--- src/rtl/alu_cmd_driver.sv ---
// Command/response initiator for the 4-bit ALU core, one transaction in flight.
// Optional result self-check is enabled by defining ALU_DRV_CHECK_EN.
module alu_cmd_driver #(
    parameter int unsigned LATENCY = 1
) (
    input  logic       clk,
    input  logic       rst,
    input  logic       cmd_valid,
    output logic       cmd_ready,
    input  logic [3:0] cmd_a,
    input  logic [3:0] cmd_b,
    input  logic [1:0] cmd_op,
    output logic [3:0] alu_a,
    output logic [3:0] alu_b,
    output logic [1:0] alu_op,
    input  logic [7:0] alu_result,
    output logic       rsp_valid,
    input  logic       rsp_ready,
    output logic [7:0] rsp_result,
    output logic       rsp_err,
    output logic       chk_mismatch
);

    typedef enum logic [1:0] {
        IDLE,
        WAIT,
        RESP
    } state_t;

    state_t     state;
    state_t     state_nx;
    logic [3:0] cnt;
    logic       err_q;
    logic       accept;
    logic       capture;

    assign cmd_ready = (state == IDLE);
    assign rsp_valid = (state == RESP);
    assign accept    = cmd_ready && cmd_valid;
    assign capture   = (state == WAIT) && (cnt == 4'd0);

    always_ff @(posedge clk) begin
        if (rst) begin
            state <= IDLE;
        end else begin
            state <= state_nx;
        end
    end

    always_comb begin
        state_nx = state;
        unique case (state)
            IDLE: if (cmd_valid) state_nx = WAIT;
            WAIT: if (cnt == 4'd0) state_nx = RESP;
            RESP: if (rsp_ready) state_nx = IDLE;
            default: state_nx = IDLE;
        endcase
    end

    // Operands stay on the bus after a transaction; only reset clears them.
    always_ff @(posedge clk) begin
        if (rst) begin
            alu_a      <= 4'd0;
            alu_b      <= 4'd0;
            alu_op     <= 2'b00;
            err_q      <= 1'b0;
            cnt        <= 4'd0;
            rsp_result <= 8'h00;
            rsp_err    <= 1'b0;
        end else begin
            if (accept) begin
                alu_a  <= cmd_a;
                alu_b  <= cmd_b;
                alu_op <= cmd_op;
                err_q  <= (cmd_op == 2'b11) && (cmd_b == 4'd0);
                cnt    <= 4'(LATENCY);
            end else if (state == WAIT && cnt != 4'd0) begin
                cnt <= cnt - 4'd1;
            end
            if (capture) begin
                rsp_result <= alu_result;
                rsp_err    <= err_q;
            end
        end
    end

`ifdef ALU_DRV_CHECK_EN
    function automatic logic [7:0] ref_alu(
        input logic [3:0] a,
        input logic [3:0] b,
        input logic [1:0] op
    );
        logic [7:0] r;
        r = 8'h00;
        unique case (op)
            2'b00: r = {4'd0, a} + {4'd0, b};
            2'b01: r = {4'd0, a} - {4'd0, b};
            2'b10: r = {4'd0, a} * {4'd0, b};
            2'b11: r = (b == 4'd0) ? 8'hFF : {4'd0, a / b};
            default: r = 8'h00;
        endcase
        return r;
    endfunction

    logic [7:0] exp_result;
    assign exp_result = ref_alu(alu_a, alu_b, alu_op);

    always_ff @(posedge clk) begin
        if (rst) begin
            chk_mismatch <= 1'b0;
        end else if (capture && (alu_result != exp_result)) begin
            chk_mismatch <= 1'b1;
        end
    end
`else
    assign chk_mismatch = 1'b0;
`endif

endmodule

--- config.mk ---
export PLATFORM = sky130hd
export DESIGN_NAME = alu_cmd_driver
export DESIGN_NICKNAME = d
export VERILOG_FILES = /design/src/rtl/alu_cmd_driver.sv
export SDC_FILE = /design/constraint.sdc
export NUM_CORES = 1
export LEC_CHECK = 0
export CORE_AREA = 2 2 52 54
export CTS_CLUSTER_DIAMETER = 50
export CTS_CLUSTER_SIZE = 10
export DETAILED_ROUTE_END_ITERATION = 7
export DIE_AREA = 0 0 54 56
export GPL_TIMING_DRIVEN = 0
export PLACE_DENSITY = 0.8
export SLEW_MARGIN = 10
export SYNTH_ARGS = -nofsm -noshare
export SYNTH_HDL_FRONTEND = slang
export SYNTH_SLANG_ARGS = --single-unit
--- constraint.sdc ---
create_clock -name clk -period 3.8 [get_ports clk]
set_input_delay 0.38 -clock clk [delete_from_list [all_inputs] [get_ports clk]]
set_output_delay 0.38 -clock clk [all_outputs]
set_load 0.01 [all_outputs]
==> results.md <==
Route:
- The remaining antenna violation count after routing is 0.
- Dividing the detail-routed wire length by the instance count gives approximately 13 um.
- The via total after detailed routing is 1047.
- Before antenna repair, the detailed router went through 4 iterations.
- The final layout contains routed wiring with a total length of between 2000 and 3000 um.
- The via density per instance is approximately 5.2.
- The first-iteration detailed-routing DRC count is 21.
- After detailed routing, the number of remaining DRC violations is 0.

Yosys:
- After synthesis the netlist holds a flip-flop and latch count of 26.
- The number of distinct library cell variants in the gate-level netlist after synthesis is 25.
- The largest total area in the synthesized netlist belongs to sky130_fd_sc_hd__dfxtp_1.
- The most used flip-flop cell after synthesis is sky130_fd_sc_hd__dfxtp_1.
- In the synthesized netlist the async set-or-reset flop fraction comes to 0%.
- The area share of the largest cell type after synthesis is between 50 and 60%.
- The number of nets in the synthesized netlist is 150.
- The synthesized instance count is 127.
- The cell area that synthesis handed to floorplanning was 0.00104 sq mm.
- The sequential area share after synthesis is between 50% and 60%.
- By area the synthesized netlist is led by sky130_fd_sc_hd__dfxtp_1 50%, sky130_fd_sc_hd__a21oi_1 12%, sky130_fd_sc_hd__nand2_1 7.6%, sky130_fd_sc_hd__nand3_1 4.8%, sky130_fd_sc_hd__o21ai_1 4.3%.
- The count of flip-flops with a built-in enable after synthesis is 0.
- The count of synthesis-stage warnings from yosys is 0.
- A synthesized cell averages 8.16 sq um.

Worst setup path:
- The data arrival at the endpoint of the critical path is around 1500 ps.
- The delay of the slowest critical-path stage is 580 ps.
- The endpoint required time on the critical path is approximately 3400 ps.
- The cell family contributing the most delay on the critical path is buffers and inverters.
- STA classifies the critical path startpoint as a flip-flop.
- The nature of the critical path endpoint is an output port.
- The register-to-register path setup slack is between 2000 and 2500 ps.
- The slowest stage of the critical path belongs to the cell sky130_fd_sc_hd__clkdlybuf4s50_1.
- The classification of the worst setup path is reg -> out.
- The maximum fanout count along the critical path is 6.
- The critical path goes through nor2b_1, clkdlybuf4s50_1.
- The number of buffers and inverters on the critical path is 1.

STA:
- After layout, the worst path uses roughly 50% of the clock period.
- The worst-case setup margin in the final layout is approximately 1900 ps.
- The slew at the pin closest to its max-slew limit is roughly 520 ps.
- Setup repair after global routing left no endpoint under its margin.
- The number of slew-limit violations in the final report was 0.
- For the finished layout, the period the worst path requires is 1900 ps.
- Static timing analysis puts the maximum clock frequency at 527 MHz.
- The final number of hold-violating endpoints is 0.
- Setup violations remaining at the end of the flow were counted as 0.
- After routing, the total negative slack on setup checks comes to 0 ps.
- The clock arrives with roughly 5.7 ps of skew.
- The remaining max-slew budget at the tightest pin is about two thirds.

Global route:
- Entering global routing, the biggest net connects 14 pins.
- The global-route usage over all layers is between 15 and 20%.
- The first-pass GRT wire length is ~4300 um.
- For this run the aggregate overflow at the end of global routing stands at 0.
- The initial antenna violation count is 0.
- The via count of the first global-routing pass is 1062.

Floorplan:
- The die is 56 um tall.
- The count of standard-cell rows is 18.
- In this run the count of I/O pins placed on the die edge is 44.
- The core region is about 0.0024 sq mm.
- The area of the die is about 0.0030 sq mm.
- The die width is between 50 and 60 um.
- The initial utilization of the core area, before any placement, comes to a little over two fifths.

Finish:
- Counting the fill cells in the layout gives 232.
- The net count of the finished layout is slightly below 200.
- Compared with the post-synthesis result, the final layout area differs by 46.4%.
- The library cells used most frequently in the layout, excluding fill and tap cells, are 42 x sky130_fd_sc_hd__clkdlybuf4s50_1, 26 x sky130_fd_sc_hd__dfxtp_1, 24 x sky130_fd_sc_hd__a21oi_1.
- Leaving out fill and tap cells, the most frequent cell in the layout is sky130_fd_sc_hd__clkdlybuf4s50_1.
- The number of antenna diodes is 0.
- The number of standard cells in the layout, taps in and fillers out is between 200 and 250.
- The share of layout cells above drive strength 1 is approximately 5.2%.

Clock network:
- Clock-pin slew was measured on the worst setup and hold paths at between 100 and 150 ps.
- The number of hold buffers added after CTS was 0.
- In this run the clock root is driven by a sky130_fd_sc_hd__clkbuf_4.
- The number of H-tree branching levels is 1.
- Once the clock tree was built, the resizer swapped 0 gates to a different size.
- The CTS sink count is 26.
- The CTS buffer count is 3.
- Post-CTS timing repair inserted 0 buffers for setup.
- Counting along the longest clock path gives a buffer depth of 2.
- Clock latency on the worst-skew pair, taken at its later pin, is about 310 ps.
- TritonCTS built the clock tree.

Placement:
- The instance count after placement with tap cells included is 199.
- Routability-driven placement finished with a final weighted congestion of ~0.8.
- The number of buffer cells added on primary ports is 42.
- At the placement stage, the worst setup path has a slack of 1920 ps.
- The half-perimeter wire length after placement is around 2000 um.

Outcome:
- The flow ran to the end, and the final reports show no timing, DRC or antenna violations.

Pwr:
- The leakage power is between 0.5 and 0.6 nW.
- VDD sags by at most 0.000255 V.
- The power density over the cells is 366 mW/mm^2.

Flow run:
- The max-capacitance violation count is 0.

Worst hold path:
- The worst hold path belongs to the class reg -> reg.
[tightest hold or removal path: stages, from the launching register on]
cell and delay (ps):
sky130_fd_sc_hd__dfxtp_1 330, sky130_fd_sc_hd__nand2_1 50, sky130_fd_sc_hd__a21oi_1 50
[power breakdown]
part           leakage (nW)  internal, mW  switching [mW]
combinational         0.320        0.0717          0.0707
clock                0.0138        0.0370          0.0749
sequential            0.212         0.290          0.0101
[area by class of cell]
| type | count | area [sq um] | share of cell area, % |
|---|---|---|---|
| plain buffers | 9 | 42.5 | 2.81 |
| well taps | 30 | 37.5 | 2.48 |
| flip-flops and latches | 26 | 520 | 34.3 |
| clock buffers | 3 | 22.5 | 1.49 |
| inverters | 4 | 15.0 | 0.990 |
| multi-input cells | 88 | 458 | 30.2 |
| repair buffers | 42 | 420 | 27.7 |
[worst paths after layout]
check / startpoint / cells after the start / to
worst max-delay path: state[1]$_SDFFE_PP0P_ / 2 / rsp_valid
worst min-delay path: alu_b[0]$_SDFFE_PP0P_ / 2 / alu_b[0]$_SDFFE_PP0P_
worst max register to register: cnt[0]$_SDFFE_PP0P_ / 6 / rsp_result[0]$_SDFFE_PP0P_
worst min register to register: alu_b[0]$_SDFFE_PP0P_ / 2 / alu_b[0]$_SDFFE_PP0P_
[flip-flops by register name (all words and copies together) (netlist names)]
name / flops
alu_b: 4
rsp_result: 8
state: 2
alu_a: 4
rsp_err: 1
err_q: 1
cnt: 4
alu_op: 2
[synthesized netlist by cell type (2+ instances only)]
master	number
sky130_fd_sc_hd__inv_1	4
sky130_fd_sc_hd__clkbuf_1	4
sky130_fd_sc_hd__dfxtp_1	26
sky130_fd_sc_hd__o21ai_1	9
sky130_fd_sc_hd__o21ai_0	3
sky130_fd_sc_hd__nor3b_1	2
sky130_fd_sc_hd__nand2b_1	2
sky130_fd_sc_hd__nor2b_1	2
sky130_fd_sc_hd__or4_1	2
sky130_fd_sc_hd__nand2_1	21
sky130_fd_sc_hd__nor2_1	3
sky130_fd_sc_hd__buf_2	4
sky130_fd_sc_hd__nand3_1	10
sky130_fd_sc_hd__a21oi_1	24
[routing by layer]
metal  wire length (um)  part of all wire, %  GRT usage [%]
met4                  0                    0           3.21
met1               1090                   42           22.2
met5                  0                    0              0
met3                207                  8.0           5.11
met2               1290                   50           32.4
[through the flow]
stage	total power, mW	instance area [sq um]	util [%]	hold WS, ps
floorplan	0.377	1040	-	437
global placement	0.443	1490	61.4	442
detailed placement	0.449	1490	61.4	448
CTS	0.557	1520	62.3	466
global route	0.585	1520	62.3	481
finish	0.554	1520	62.3	465
[logic make-up after synthesis]
| family | count (synthesis) | synth area share, % |
|---|---|---|
| other | 1 | 0.362 |
| buffers and inverters | 13 | 5.56 |
| adders and majority gates | 1 | 1.21 |
| AOI/OAI and AO/OA | 39 | 19.6 |
| and+or+nand+nor | 47 | 23.1 |
| DFF | 26 | 50.2 |
Power figures use the tool's default switching activity.
==> RTL edit (config.mk and constraints unchanged) <==
Put one more register stage on the output `rsp_err`. The value now appears one clock later. The other outputs are not delayed to match.
--- a/src/rtl/alu_cmd_driver.sv
+++ b/src/rtl/alu_cmd_driver.sv
@@ -26,6 +26,8 @@
         WAIT,
         RESP
     } state_t;
+
+    logic rsp_err_s0;
 
     state_t     state;
     state_t     state_nx;
@@ -66,7 +68,7 @@
             err_q      <= 1'b0;
             cnt        <= 4'd0;
             rsp_result <= 8'h00;
-            rsp_err    <= 1'b0;
+            rsp_err_s0 <= 1'b0;
         end else begin
             if (accept) begin
                 alu_a  <= cmd_a;
@@ -79,7 +81,7 @@
             end
             if (capture) begin
                 rsp_result <= alu_result;
-                rsp_err    <= err_q;
+                rsp_err_s0 <= err_q;
             end
         end
     end
@@ -116,5 +118,9 @@
     assign chk_mismatch = 1'b0;
 `endif
 
+    always_ff @(posedge clk) begin
+        rsp_err <= rsp_err_s0;
+    end
+
 endmodule
 
Formal check against the unedited RTL: not equivalent (a bounded check fails within 4 cycles, from zero or initial values and one cycle with rst high).
==> RTL edit against the unedited design <==
  * Setup slack worse by 19 ps
  * Largest power group unchanged
  * Synthesized area is 1.9% higher
  * Sequential cell count is 1 higher
  * Wire length is 0.77% higher
  * Cell count is 0.99% higher
  * Critical path type unchanged
  * Critical endpoint unchanged
  * Power is 4.5% higher
  * Sequential share of layout area is 0.68 points higher
  * Non-clock buffer count stayed put
  * Final area is 1.8% higher
  * Clock skew is 2.4 ps lower
  * Global-route usage is 0.14 points lower
  * Maximum frequency is 0.97% lower
==> RTL edit: results <==
{
  "largest_reg_flops": 8,
  "met3_usage_pct": 4.839,
  "synth-main-ff-cell": "dfxtp_1",
  "insertion_delay_ps": 330,
  "cp_top_family": "buffers and inverters",
  "fin_skew_ps": 3.326,
  "status": "finished, final reports clean",
  "grt_pass1_vias": 1009,
  "swShare_pct": 28.80,
  "fin_hold_ws_ps": 365.5,
  "synth_area_leaders": "dfxtp_1 51%, a21oi_1 11%, nand2_1 7.5%",
  "ir_drop_uv": 340.6,
  "synth_common_cells": "27 x dfxtp_1, 24 x a21oi_1, 21 x nand2_1",
  "post_cts_buffers": 0,
  "met1_usage_pct": 23.42,
  "fin_cells": 204,
  "clkTransAtPathRegs_ps": 150,
  "grt.met2_usage_pct": 29.62,
  "drive_above_1_share_pct": 5.747,
  "final.fill_count": 229,
  "synth_cell_type_count": 25,
  "cts_buffers": 3,
  "maxSlewHeadroom_pct": 65.34,
  "largest_register": "rsp_result",
  "ys_warn_count": 0,
  "ys_seq_area_share_pct": 51.18,
  "synthCells": 128,
  "root_buffer": "clkbuf_4",
  "drt_pre_antenna_iters": 4,
  "gp_congestion": 0.8105,
  "antenna_found_initial": 0,
  "async_reset_ff_share_pct": 0,
  "cts.htree.levels": 1,
  "post_cts_resized": 0,
  "cts_max_path_buffers": 2,
  "p_leak_uw": 0.0005543,
  "reg2reg_slack_ps": 2240,
  "grt_first_pass_wirelength_um": 4202,
  "first_iter_violations": 24,
  "grt_max_degree": 17,
  "syn-num-nets": 151,
  "dpl_cell_area_sq_mm": 0.001514,
  "hp-class": "reg2reg",
  "slowest_stage": "clkdlybuf4s50_1",
  "diodes": 0,
  "vias_per_cell": 5.255,
  "cp.arrival_ps": 1540,
  "crit_path_max_incr_delay_ps": 560,
  "track_usage_pct": 18.39,
  "dpl.hpwl_um": 1948,
  "post_drt_wl_per_cell_um": 12.77
}
## RTL edit: worst paths after layout
kind / from / to / depth (start not counted)
min reg2reg: rsp_err_s0$_SDFFE_PP0P_ / rsp_err$_DFF_P_ / 0
max reg2reg: cnt[0]$_SDFFE_PP0P_ / cnt[1]$_SDFFE_PP0P_ / 5
min: rsp_err_s0$_SDFFE_PP0P_ / rsp_err$_DFF_P_ / 0
max: state[1]$_SDFFE_PP0P_ / rsp_valid / 2
## RTL edit: power groups by stage
stage	Combinational (uW)	Clock, uW	Sequential, uW
2_1_floorplan	66.0	0	322
3_3_place_gp	139	0	316
3_5_place_dp	142	0	317
4_1_cts	143	128	311
5_1_grt	156	142	313
6_report	142	127	311
## RTL edit: logic make-up after synthesis
kind of cell	after synthesis	share of synthesized area, %
and+or+nand+nor	47	22.63
AOI/OAI and AO/OA	39	19.19
DFF	27	51.18
buffers and inverters	13	5.450
adders and majority gates	1	1.185
other	1	0.3551
## RTL edit: metrics by stage
step / worst slack [ps] / utilization [%]
final: 1883 / 63.48
after global routing: 1738 / 63.48
after CTS: 1873 / 63.48
after detailed placement: 1952 / 62.24
after global placement: 1967 / 62.24
after floorplan: 2410 / -
## RTL edit: cell type report
class	instances	area (sq um)	share of cell area (%)
plain buffers	9	42.54	2.755
multi-input cells	88	457.9	29.66
clock buffers	3	22.52	1.459
repair buffers	42	420.4	27.23
flip-flops and latches	27	540.5	35.01
clock inverters	1	7.507	0.4862
well taps	30	37.54	2.431
inverters	4	15.01	0.9724
## RTL edit: metal layers
layer	share of wire, %	routed length (um)	vias to the layer above
met5	0	0	-
met4	1.5	38	0
met3	7.1	185	5
met2	48	1262	44
met1	43	1117	491
li1	-	-	532
